<file path="config.mk">
export PLATFORM = sky130hd
export DESIGN_NAME = matrix_stream_loader
export DESIGN_NICKNAME = d
export VERILOG_FILES = /design/src/rtl/matrix_stream_loader.sv
export SDC_FILE = /design/constraint.sdc
export NUM_CORES = 1
export LEC_CHECK = 0
export ABC_AREA = 1
export CORE_MARGIN = 1
export CORE_UTILIZATION = 48
export DETAILED_ROUTE_END_ITERATION = 10
export PLACE_DENSITY = 0.79
export SLEW_MARGIN = 20
export SYNTH_ARGS = -nofsm -noshare
export SYNTH_HDL_FRONTEND = slang
export SYNTH_SLANG_ARGS = --single-unit
</file>
<file path="constraint.sdc">
create_clock -name clk -period 2.2 [get_ports clk]
set_input_delay 0.44 -clock clk [delete_from_list [all_inputs] [get_ports clk]]
set_output_delay 0.44 -clock clk [all_outputs]
set_load 0.005 [all_outputs]
</file>
<file path="src/rtl/matrix_stream_loader.sv">
// Packs a serial DW-bit element stream into two row-major NxN operand buses (A then B).
// Optional in_last framing check is enabled by defining MATRIX_LOADER_FRAME_CHECK_EN.
module matrix_stream_loader #(
  parameter int unsigned DW = 16,
  parameter int unsigned N  = 3
) (
  input  logic              clk,
  input  logic              rst_n,
  input  logic              flush,
  input  logic [DW-1:0]     in_data,
  input  logic              in_valid,
  output logic              in_ready,
  input  logic              in_last,
  output logic [N*N*DW-1:0] matrix_A,
  output logic [N*N*DW-1:0] matrix_B,
  output logic              mat_valid,
  input  logic              mat_ready,
  output logic              frame_err
);

  localparam int unsigned NE = N * N;
  localparam int unsigned IW = (NE > 1) ? $clog2(NE) : 1;
  localparam logic [IW-1:0] LAST_IDX = IW'(NE - 1);

  typedef enum logic [1:0] {
    LOAD_A = 2'd0,
    LOAD_B = 2'd1,
    HOLD   = 2'd2
  } state_t;

  state_t        state;
  logic [IW-1:0] idx;
  logic          accept;
  logic          last_slot;
  logic          early_last;
  logic          wr_a;
  logic          wr_b;

  // Ready is a pure decode of state so the upstream sees it even during reset.
  assign in_ready  = (state != HOLD);
  assign accept    = in_valid && in_ready;
  assign last_slot = (idx == LAST_IDX);
  assign wr_a      = accept && !flush && (state == LOAD_A);
  assign wr_b      = accept && !flush && (state == LOAD_B);

`ifdef MATRIX_LOADER_FRAME_CHECK_EN
  logic frame_end;
  logic missing_last;

  assign frame_end    = (state == LOAD_B) && last_slot;
  assign early_last   = accept && in_last && !frame_end;
  assign missing_last = accept && !in_last && frame_end;

  // One-cycle error pulse; a flushed element is dropped and never checked.
  always_ff @(posedge clk or negedge rst_n) begin
    if (!rst_n) begin
      frame_err <= 1'b0;
    end else begin
      frame_err <= !flush && (early_last || missing_last);
    end
  end
`else
  logic unused_in_last;

  assign early_last     = 1'b0;
  assign unused_in_last = in_last;
  assign frame_err      = 1'b0;
`endif

  // Frame sequencer: flush outranks both element accept and the output handshake.
  always_ff @(posedge clk or negedge rst_n) begin
    if (!rst_n) begin
      state     <= LOAD_A;
      idx       <= '0;
      mat_valid <= 1'b0;
    end else if (flush) begin
      state     <= LOAD_A;
      idx       <= '0;
      mat_valid <= 1'b0;
    end else begin
      case (state)
        LOAD_A: begin
          if (accept) begin
            if (early_last) begin
              idx <= '0;
            end else if (last_slot) begin
              state <= LOAD_B;
              idx   <= '0;
            end else begin
              idx <= idx + IW'(1);
            end
          end
        end
        LOAD_B: begin
          if (accept) begin
            if (early_last) begin
              state <= LOAD_A;
              idx   <= '0;
            end else if (last_slot) begin
              state     <= HOLD;
              idx       <= '0;
              mat_valid <= 1'b1;
            end else begin
              idx <= idx + IW'(1);
            end
          end
        end
        HOLD: begin
          if (mat_ready) begin
            state     <= LOAD_A;
            mat_valid <= 1'b0;
          end
        end
        default: begin
          state     <= LOAD_A;
          idx       <= '0;
          mat_valid <= 1'b0;
        end
      endcase
    end
  end

  // Operand buses: slot k lands in [(NE-k)*DW-1 -: DW]; old slots persist until overwritten.
  always_ff @(posedge clk or negedge rst_n) begin
    if (!rst_n) begin
      matrix_A <= '0;
      matrix_B <= '0;
    end else begin
      for (int unsigned k = 0; k < NE; k++) begin
        if (idx == IW'(k)) begin
          if (wr_a) matrix_A[(NE - k) * DW - 1 -: DW] <= in_data;
          if (wr_b) matrix_B[(NE - k) * DW - 1 -: DW] <= in_data;
        end
      end
    end
  end

endmodule

</file>
Yosys cells after proc, flatten, opt, wreduce, memory -nomap -nowiden
Index checks and enable logic that the tools add are counted.
Word-level totals
  flip-flop bits (word level): 295
  bits of input ports: 22
  output and inout port bits: 291
  logic and storage cells: 86
Cells by class
  $add $sub $neg: 1
  equality and inequality tests: 19
  multiplexer cells: 16
  reduce and logical (&&, ||, !) cells: 29
Operators with widths (count)
  $reduce_and 2->1: 19
  $eq 4x3->1 const B: 4
  $ne 3x3->1 const B: 5
  $mux 2: 6
  $mux 4: 3
  $eq 4x2->1 const B: 2
  $pmux 4 s2: 1
  $ne 2x2->1 const B: 3
  $pmux 2 s3: 1
  $reduce_and 5->1: 1
  $add 4x1->4 const B: 1
  $eq 4x1->1 const B: 1
  $eq 4x4->1 const B: 1
  $logic_and 1x1->1: 4
  $logic_not 4->1: 1
  $mux 1: 4
  $reduce_and 4->1: 1
  $ne 3x1->1 const B: 1
  $pmux 1 s3: 1
  $eq 2x1->1 const B: 1
  $eq 2x2->1 const B: 1
  $logic_not 2->1: 1
  $reduce_or 2->1: 1
  $logic_not 1->1: 1

Logic depth before layout (Yosys ltp)
Gate-level depths: netlist of the first run.
  depth after elaboration: 5
  mapped depth: 8
  gate-level depth less buffers: 8

Least setup slack after synthesis of the first run
Ideal clock, no wire load.
  path type: register -> register
  from: register idx[0]
  to: register matrix_B[75]
  arrival: 1523 ps
  data required time: 2075 ps
  setup slack: 553 ps
  cell stages (with the launch flop): 9
  path buffers: 1
  period minus slack after synthesis: 1647 ps
  cells stage by stage: dfrtp_1 inv_1 ha_1 inv_1 nor2_1 nand2_4 buf_6 nand2_1 o21ai_2
On the way
  longest elaborated chain between the ends: 2
RTL lines
  start: declaration: line 32  | logic [IW-1:0] idx;
  start signal: assignment: line 90  | idx <= idx + IW'(1);
  start signal: assignment: line 104  | idx <= idx + IW'(1);
  $eq 4x3->1: line 130  | if (idx == IW'(k)) begin
  $reduce_and 2->1 (no line)
  end signal: indexed assignment: line 132  | if (wr_b) matrix_B[(NE - k) * DW - 1 -: DW] <= in_data;
  end: declaration: line 15  | output logic [N*N*DW-1:0] matrix_B,
Every way passes these cells.
A chain may end at the register's enable or synchronous reset.

Worst setup path in the final report of the first run
  from: register state[1]
  to: output port in_ready
On the way
  longest elaborated chain between the ends: 1
RTL lines
  start: declaration: line 31  | state_t state;
  start signal: assignment: line 73  | state <= LOAD_A;
  start signal: assignment: line 77  | state <= LOAD_A;
  start signal: assignment: line 87  | state <= LOAD_B;
  $ne 2x2->1: line 40  | assign in_ready = (state != HOLD);
  end: declaration: line 12  | output logic in_ready,
Every way passes these cells.

==> flow_summary.yaml, run 1 <==
status:
  outcome: "completed"
finish:
  multiInputGateArea_sq_mm: 0.00359
  area_growth_pct: 38.8
  nFillCells: 1739
  final_util: 0.685
  drive_gt1_frac: 0.101
  seq_area_sq_mm: 0.00738
  stdcell_count: 1848
  nets: 1530
clock_network:
  cts_tree: "done"
  clockRootBuffer: "clkbuf_16"
  clock-sinks: 295
  cts_buffer_depth: 3
  clk_latency_ns: 0.55
  cts.htree.levels: 1
  numCtsBuffers: 30
  clk_pin_slew_ns: 0.06
yosys:
  synth_seq_cells: 295
  yosys_warnings: 0
  syn-cell-area_sq_mm: 0.0116
  ys_dominant_reg_cell: "dfrtp_1"
  synthArstFlopShare: 1.00
  yosysTopAreaCellShare: 0.634
  synthTopCellsByCount: "nand2_1 (569), dfrtp_1 (295), o21ai_1 (126)"
  yosysMostFrequentCell: "nand2_1"
  ys_top_cells_by_area: "dfrtp_1 (63%), nand2_1 (18%), o21ai_1 (5.4%)"
  synthCells: 1180
  syn_area_per_cell_sq_um: 9.87
  synth_top_area_cell: "dfrtp_1"
  syn-num-nets: 1206
  synth_edf_count: 0
  yosysSeqAreaShare: 0.634
  yosysUniqueCellTypes: 26
floorplan:
  dieWidth_um: 158
  rows: 56
  die_area_sq_mm: 0.0249
  initial_core_util: 0.493
  ioPinCount: 313
  core_area_sq_mm: 0.0236
  die_h_um: 158
drt:
  wl_mm: 35.2
  antenna_left: 0
  drt_pass1_iterations: 6
  vias_per_cell: 5.13
  num_vias: 9484
  drtIter0Drc: 711
  post_drt_wl_per_cell_um: 19.0
  drc_errors: 0
sta:
  min_period_ns: 2.10
  rsz0062_at_grt: "no"
  final_max_slew_viol_count: 0
  worst_pin_slew_ns: 0.695
  setup-tns-final_ns: 0
  holdWs_ns: 0.411
  post-route-period-util: 0.955
  setup_viol: 0
  setup_ws_ns: 0.0995
  slew_headroom: 0.536
  finalHoldViolCount: 0
  fmax_mhz: 476
  finClkSkew_ns: 0.0147
setup_path:
  startpoint_type: "register"
  path_max_fanout: 3
  critical_path_buf_inv_count: 3
  path_common_cell: "inv_1"
  crit_type: "register to output port"
  critPathTopFamily: "buffers and inverters"
  r2r_slack_ns: 0.37
  worstPathCellList: "inv_1 -> nor2_2 -> inv_1 -> clkdlybuf4s50_1"
  r2r_end: "matrix_B[69]$_DFFE_PN0P_"
  rr_worst_depth: 7
  slowest_stage: "clkdlybuf4s50_1"
  slowest_delay_ns: 0.49
  reg2reg_from: "idx[0]$_DFFE_PN0P_"
  worst_setup_path_end_kind: "output port"
  cp.required_ns: 1.76
  cp.arrival_ns: 1.66
power_and_ir_drop:
  irDropWorstVdd_mv: 0.789
  power_density_mw_per_mm2: 925
  cellLeakagePower_nw: 7.88
place:
  dp_slack_ns: 0.00987
  dp_cells: 1790
  gp_congestion: 0.821
  portBuffers: 310
  dp_hpwl_mm: 24.3
grt:
  grt_antenna_before_repair: 1
  grt_pass1_wl_mm: 52.6
  overflow: 0
  track_usage: 0.283
  grt_max_degree: 64
  grt_pass1_vias: 9167
worst_hold_path:
  hp-class: "input pin to async pin"
flow_run:
  max_cap_viol_count: 0
-- worst max-delay path by stage --
stage | from | to | slack (ns) | cells past startpoint
detailed placement | flush | matrix_A[45]$_DFFE_PN0P_ | 0.01 | 7
global route | state[1]$_DFFE_PN0P_ | in_ready | 0.03 | 4
finish | state[1]$_DFFE_PN0P_ | in_ready | 0.1 | 4
global placement | flush | matrix_A[38]$_DFFE_PN0P_ | 0.05 | 7
floorplan | idx[0]$_DFFE_PN0P_ | matrix_B[75]$_DFFE_PN0P_ | 0.55 | 8
CTS | state[1]$_DFFE_PN0P_ | in_ready | 0.02 | 4
-- flip-flops by register name, indices dropped and copies added (netlist names) --
| signal | cells |
|---|---|
| matrix_A | 144 |
| idx | 4 |
| state | 2 |
| matrix_B | 144 |
| mat_valid | 1 |
-- placed cells by master, fill, tap and decap left out --
master | Yosys | routed
dlygate4sd3_1 | 0 | 1
inv_1 | 31 | 31
inv_4 | 1 | 1
diode_2 | 0 | 1
o21ai_2 | 15 | 15
clkdlybuf4s50_1 | 0 | 309
o21ai_0 | 20 | 20
nor2_1 | 7 | 6
clkbuf_16 | 0 | 31
nand2_2 | 6 | 6
clkinv_4 | 0 | 1
clkbuf_8 | 0 | 9
o21ai_1 | 126 | 126
nor2_8 | 2 | 2
nand3_2 | 1 | 1
clkinv_2 | 0 | 6
buf_12 | 0 | 9
bufinv_16 | 0 | 5
nand2_4 | 10 | 10
dfrtp_1 | 295 | 295
nand4_1 | 1 | 1
nor2_2 | 2 | 3
nor2_4 | 9 | 9
buf_8 | 0 | 1
buf_4 | 1 | 36
clkinvlp_4 | 0 | 1
conb_1 | 1 | 1
clkbuf_1 | 16 | 3
xor2_1 | 1 | 1
nand3_4 | 8 | 8
nand3_1 | 6 | 6
ha_1 | 4 | 4
nand2_1 | 569 | 569
o21bai_1 | 1 | 1
-- cell type report --
| class | count | share of cell area |
|---|---|---|
| clock inverters | 13 | 0.0121 |
| well taps | 319 | 0.0247 |
| inverters | 32 | 0.00758 |
| multi-input cells | 789 | 0.222 |
| clock buffers | 43 | 0.0563 |
| diodes | 1 | 0.000155 |
| repair buffers | 356 | 0.221 |
| flip-flops and latches | 295 | 0.457 |
-- stage by stage --
stage / instance area (sq um) / total power (W)
5_1_grt: 16200 / 0.0155
3_5_place_dp: 15000 / 0.00949
2_1_floorplan: 11600 / 0.00745
6_report: 16200 / 0.0150
3_3_place_gp: 15000 / 0.00939
4_1_cts: 16200 / 0.0150
-- per-layer routing --
| metal | vias to the layer above | GRT usage | wire length [um] | part of all wire |
|---|---|---|---|---|
| met4 | 0 | 0.177 | 2270 | 0.064 |
| met3 | 127 | 0.0460 | 2490 | 0.071 |
| met2 | 463 | 0.460 | 16800 | 0.48 |
| met1 | 4537 | 0.354 | 13600 | 0.39 |
| li1 | 4357 | - | - | - |
| met5 | - | 0 | 0 | 0 |
-- what timing repair did --
action / 4_1_cts / 5_1_grt
endpoints found under the setup margin: 0 / 1
setup buffers: 0 / 0
resized for setup: 0 / 1
hold buffers: 1 / 0
endpoints found under the hold margin: 41 / 0
-- report_power, final --
group | leakage (nW) | internal, W | total [W] | switching (W)
clock | 0.549 | 0.00345 | 0.00555 | 0.00210
sequential | 4.02 | 0.00615 | 0.00658 | 0.000429
combinational | 3.32 | 0.00160 | 0.00283 | 0.00123
-- cell families after synthesis --
group                      Yosys count  share of synthesized area
adders and majority gates            4                    0.00430
and+or+nand+nor                    621                      0.228
AOI/OAI and AO/OA                  162                     0.0747
xor gates and xnor gates             1                   0.000752
buffers and inverters               96                     0.0585
other                                1                   0.000322
DFF                                295                      0.634
Note: power is estimated with default switching activity, not from simulation.
==> run 2: changes to the inputs <==
Settings changed: CTS_CLUSTER_SIZE set to 40, SLEW_MARGIN 20 to 30.
==> results of run 2 <==
Final layout, timing and power as in run 1 (identical DEF).
==> run 3: changes to the inputs <==
Settings changed: CORE_UTILIZATION 48 to 60, DONT_BUFFER_PORTS set to 1, HOLD_SLACK_MARGIN set to 0.1, PLACE_DENSITY 0.79 to 0.76.
==> flow_summary.yaml, run 3 (same netlist as run 1, synthesis figures left out) <==
drt:
  drtIter0Drc: 629
  vias_per_cell: 5.59
  num_vias: 8128
  antenna_left: 0
  drc_errors: 0
  wl_mm: 30.9
  drt_pass1_iterations: 5
  post_drt_wl_per_cell_um: 21.2
grt:
  grt_max_degree: 296
  overflow: 0
  grt_pass1_wl_mm: 46.7
  grt_pass1_vias: 7794
  track_usage: 0.312
  grt_antenna_before_repair: 0
clock_network:
  numCtsBuffers: 30
  clockRootBuffer: "clkbuf_16"
  cts.htree.levels: 1
  clk_pin_slew_ns: 0.06
  cts_tree: "done"
  cts_buffer_depth: 3
  ctsHoldBuffers: 19
  clock-sinks: 295
  cts_resized: 0
  clk_latency_ns: 0.55
  cts_setup_buffers: 0
place:
  portBuffers: 0
  postPlaceCellArea_sq_mm: 0.0115
  gp_congestion: 0.789
  dp_cells: 1381
  dp_hpwl_mm: 19.4
sta:
  post-route-period-util: 0.855
  min_period_ns: 1.88
  final_max_slew_viol_count: 0
  setup_viol: 0
  finClkSkew_ns: 0.0232
  setup-tns-final_ns: 0
  fmax_mhz: 532
  rsz0062_at_grt: "no"
  worst_pin_slew_ns: 0.768
  holdWs_ns: -0.412
  slew_headroom: 0.487
  finalHoldViolCount: 295
setup_path:
  slowest_delay_ns: 0.43
  r2r_slack_ns: 0.32
  slowest_stage: "dfrtp_1"
  startpoint_type: "register"
  worstPathCellList: "inv_1 -> ha_1 -> nand3_2 -> nor2_2 -> nand2_2 -> nand2_1 -> o21ai_0"
  r2r_end: "matrix_A[6]$_DFFE_PN0P_"
  rr_worst_depth: 7
  cp.required_ns: 2.57
  reg2reg_from: "idx[0]$_DFFE_PN0P_"
  crit_type: "register to register"
  path_max_fanout: 33
  worst_setup_path_end_kind: "register"
  cp.arrival_ns: 2.25
power_and_ir_drop:
  cellLeakagePower_nw: 6.56
  power_density_mw_per_mm2: 1020
  irDropWorstVdd_mv: 0.593
finish:
  antenna_cells: 0
  area_growth_pct: 8.34
  finalInstanceArea_sq_mm: 0.0126
  drive_gt1_frac: 0.0871
  reg_top3: "matrix_A: 144 flops, matrix_B: 144 flops, idx: 4 flops"
  multiInputGateArea_sq_mm: 0.00358
  mostFrequentLayoutCell: "nand2_1"
  seq_area_sq_mm: 0.00738
  final_cell_mix: "nand2_1 (569), dfrtp_1 (295), o21ai_1 (126), inv_1 (31), clkbuf_16 (31)"
  nets: 1198
  stdcell_count: 1454
  nFillCells: 1497
floorplan:
  initial_core_util: 0.617
  rows: 50
  core_area_sq_mm: 0.0189
  die_h_um: 141
  die_area_sq_mm: 0.0200
  dieWidth_um: 141
  ioPinCount: 313
worst_hold_path:
  hp-class: "input pin to async pin"
flow_run:
  max_cap_viol_count: 0
status:
  outcome: "finished with violations"
  violations: "hold timing"
==> run 3: cell types whose count changed in the layout (fill, tap and decap cells not counted), moves of 4 or more <==
cell,previous run,this run
buf_12,9,0
buf_4,36,5
bufinv_16,5,1
clkbuf_1,3,9
clkdlybuf4s50_1,309,0
clkinv_2,6,2
dlygate4sd3_1,1,19
==> run 3: power breakdown <==
| group | internal [W] | total (W) | switching, W |
|---|---|---|---|
| clock network | 0.00293 | 0.00499 | 0.00206 |
| logic | 0.000365 | 0.000991 | 0.000626 |
| registers | 0.00615 | 0.00684 | 0.000687 |
==> run 3: worst max-delay path: cells and delay by family, from the launching register on <==
family / cells / cell delay (ns)
compound gates: 1 / 0.12
fa+ha+maj: 1 / 0.23
buf+inv: 1 / 0.12
flops: 1 / 0.43
simple gates: 4 / 0.81
==> run 3: stage by stage <==
| stage | hold WS [ns] | total power (W) | setup WS (ns) | utilization |
|---|---|---|---|---|
| 2_1_floorplan | 0.144 | 0.00745 | 0.553 | - |
| 3_3_place_gp | 0.150 | 0.00777 | 0.404 | 0.606 |
| 3_5_place_dp | 0.150 | 0.00784 | 0.355 | 0.606 |
| 4_1_cts | -0.420 | 0.0129 | 0.332 | 0.668 |
| 5_1_grt | -0.431 | 0.0133 | 0.175 | 0.668 |
| 6_report | -0.412 | 0.0128 | 0.319 | 0.668 |
==> run 3: metal layers <==
layer | up-vias | global-route usage | part of all wire
met3 | 58 | 0.0931 | 0.10
met2 | 374 | 0.497 | 0.47
met1 | 4009 | 0.418 | 0.40
met5 | - | 0 | 0
met4 | 0 | 0.0910 | 0.025
li1 | 3687 | - | -
==> run 3: final cells by class <==
class / count / area share
flip-flops and latches: 295 / 0.585
multi-input cells: 789 / 0.284
clock buffers: 47 / 0.0718
well taps: 260 / 0.0258
repair buffers: 24 / 0.0180
inverters: 32 / 0.00972
clock inverters: 7 / 0.00565
==> run 3: how the worst max path moves through the flow <==
stage	end	cells after the start	slack (ns)	startpoint
6_report	matrix_A[6]$_DFFE_PN0P_	7	0.32	idx[0]$_DFFE_PN0P_
5_1_grt	matrix_B[15]$_DFFE_PN0P_	6	0.18	idx[0]$_DFFE_PN0P_
4_1_cts	matrix_A[6]$_DFFE_PN0P_	7	0.33	idx[0]$_DFFE_PN0P_
3_5_place_dp	matrix_B[1]$_DFFE_PN0P_	7	0.35	idx[0]$_DFFE_PN0P_
3_3_place_gp	matrix_B[69]$_DFFE_PN0P_	7	0.40	idx[0]$_DFFE_PN0P_
2_1_floorplan	matrix_B[75]$_DFFE_PN0P_	8	0.55	idx[0]$_DFFE_PN0P_
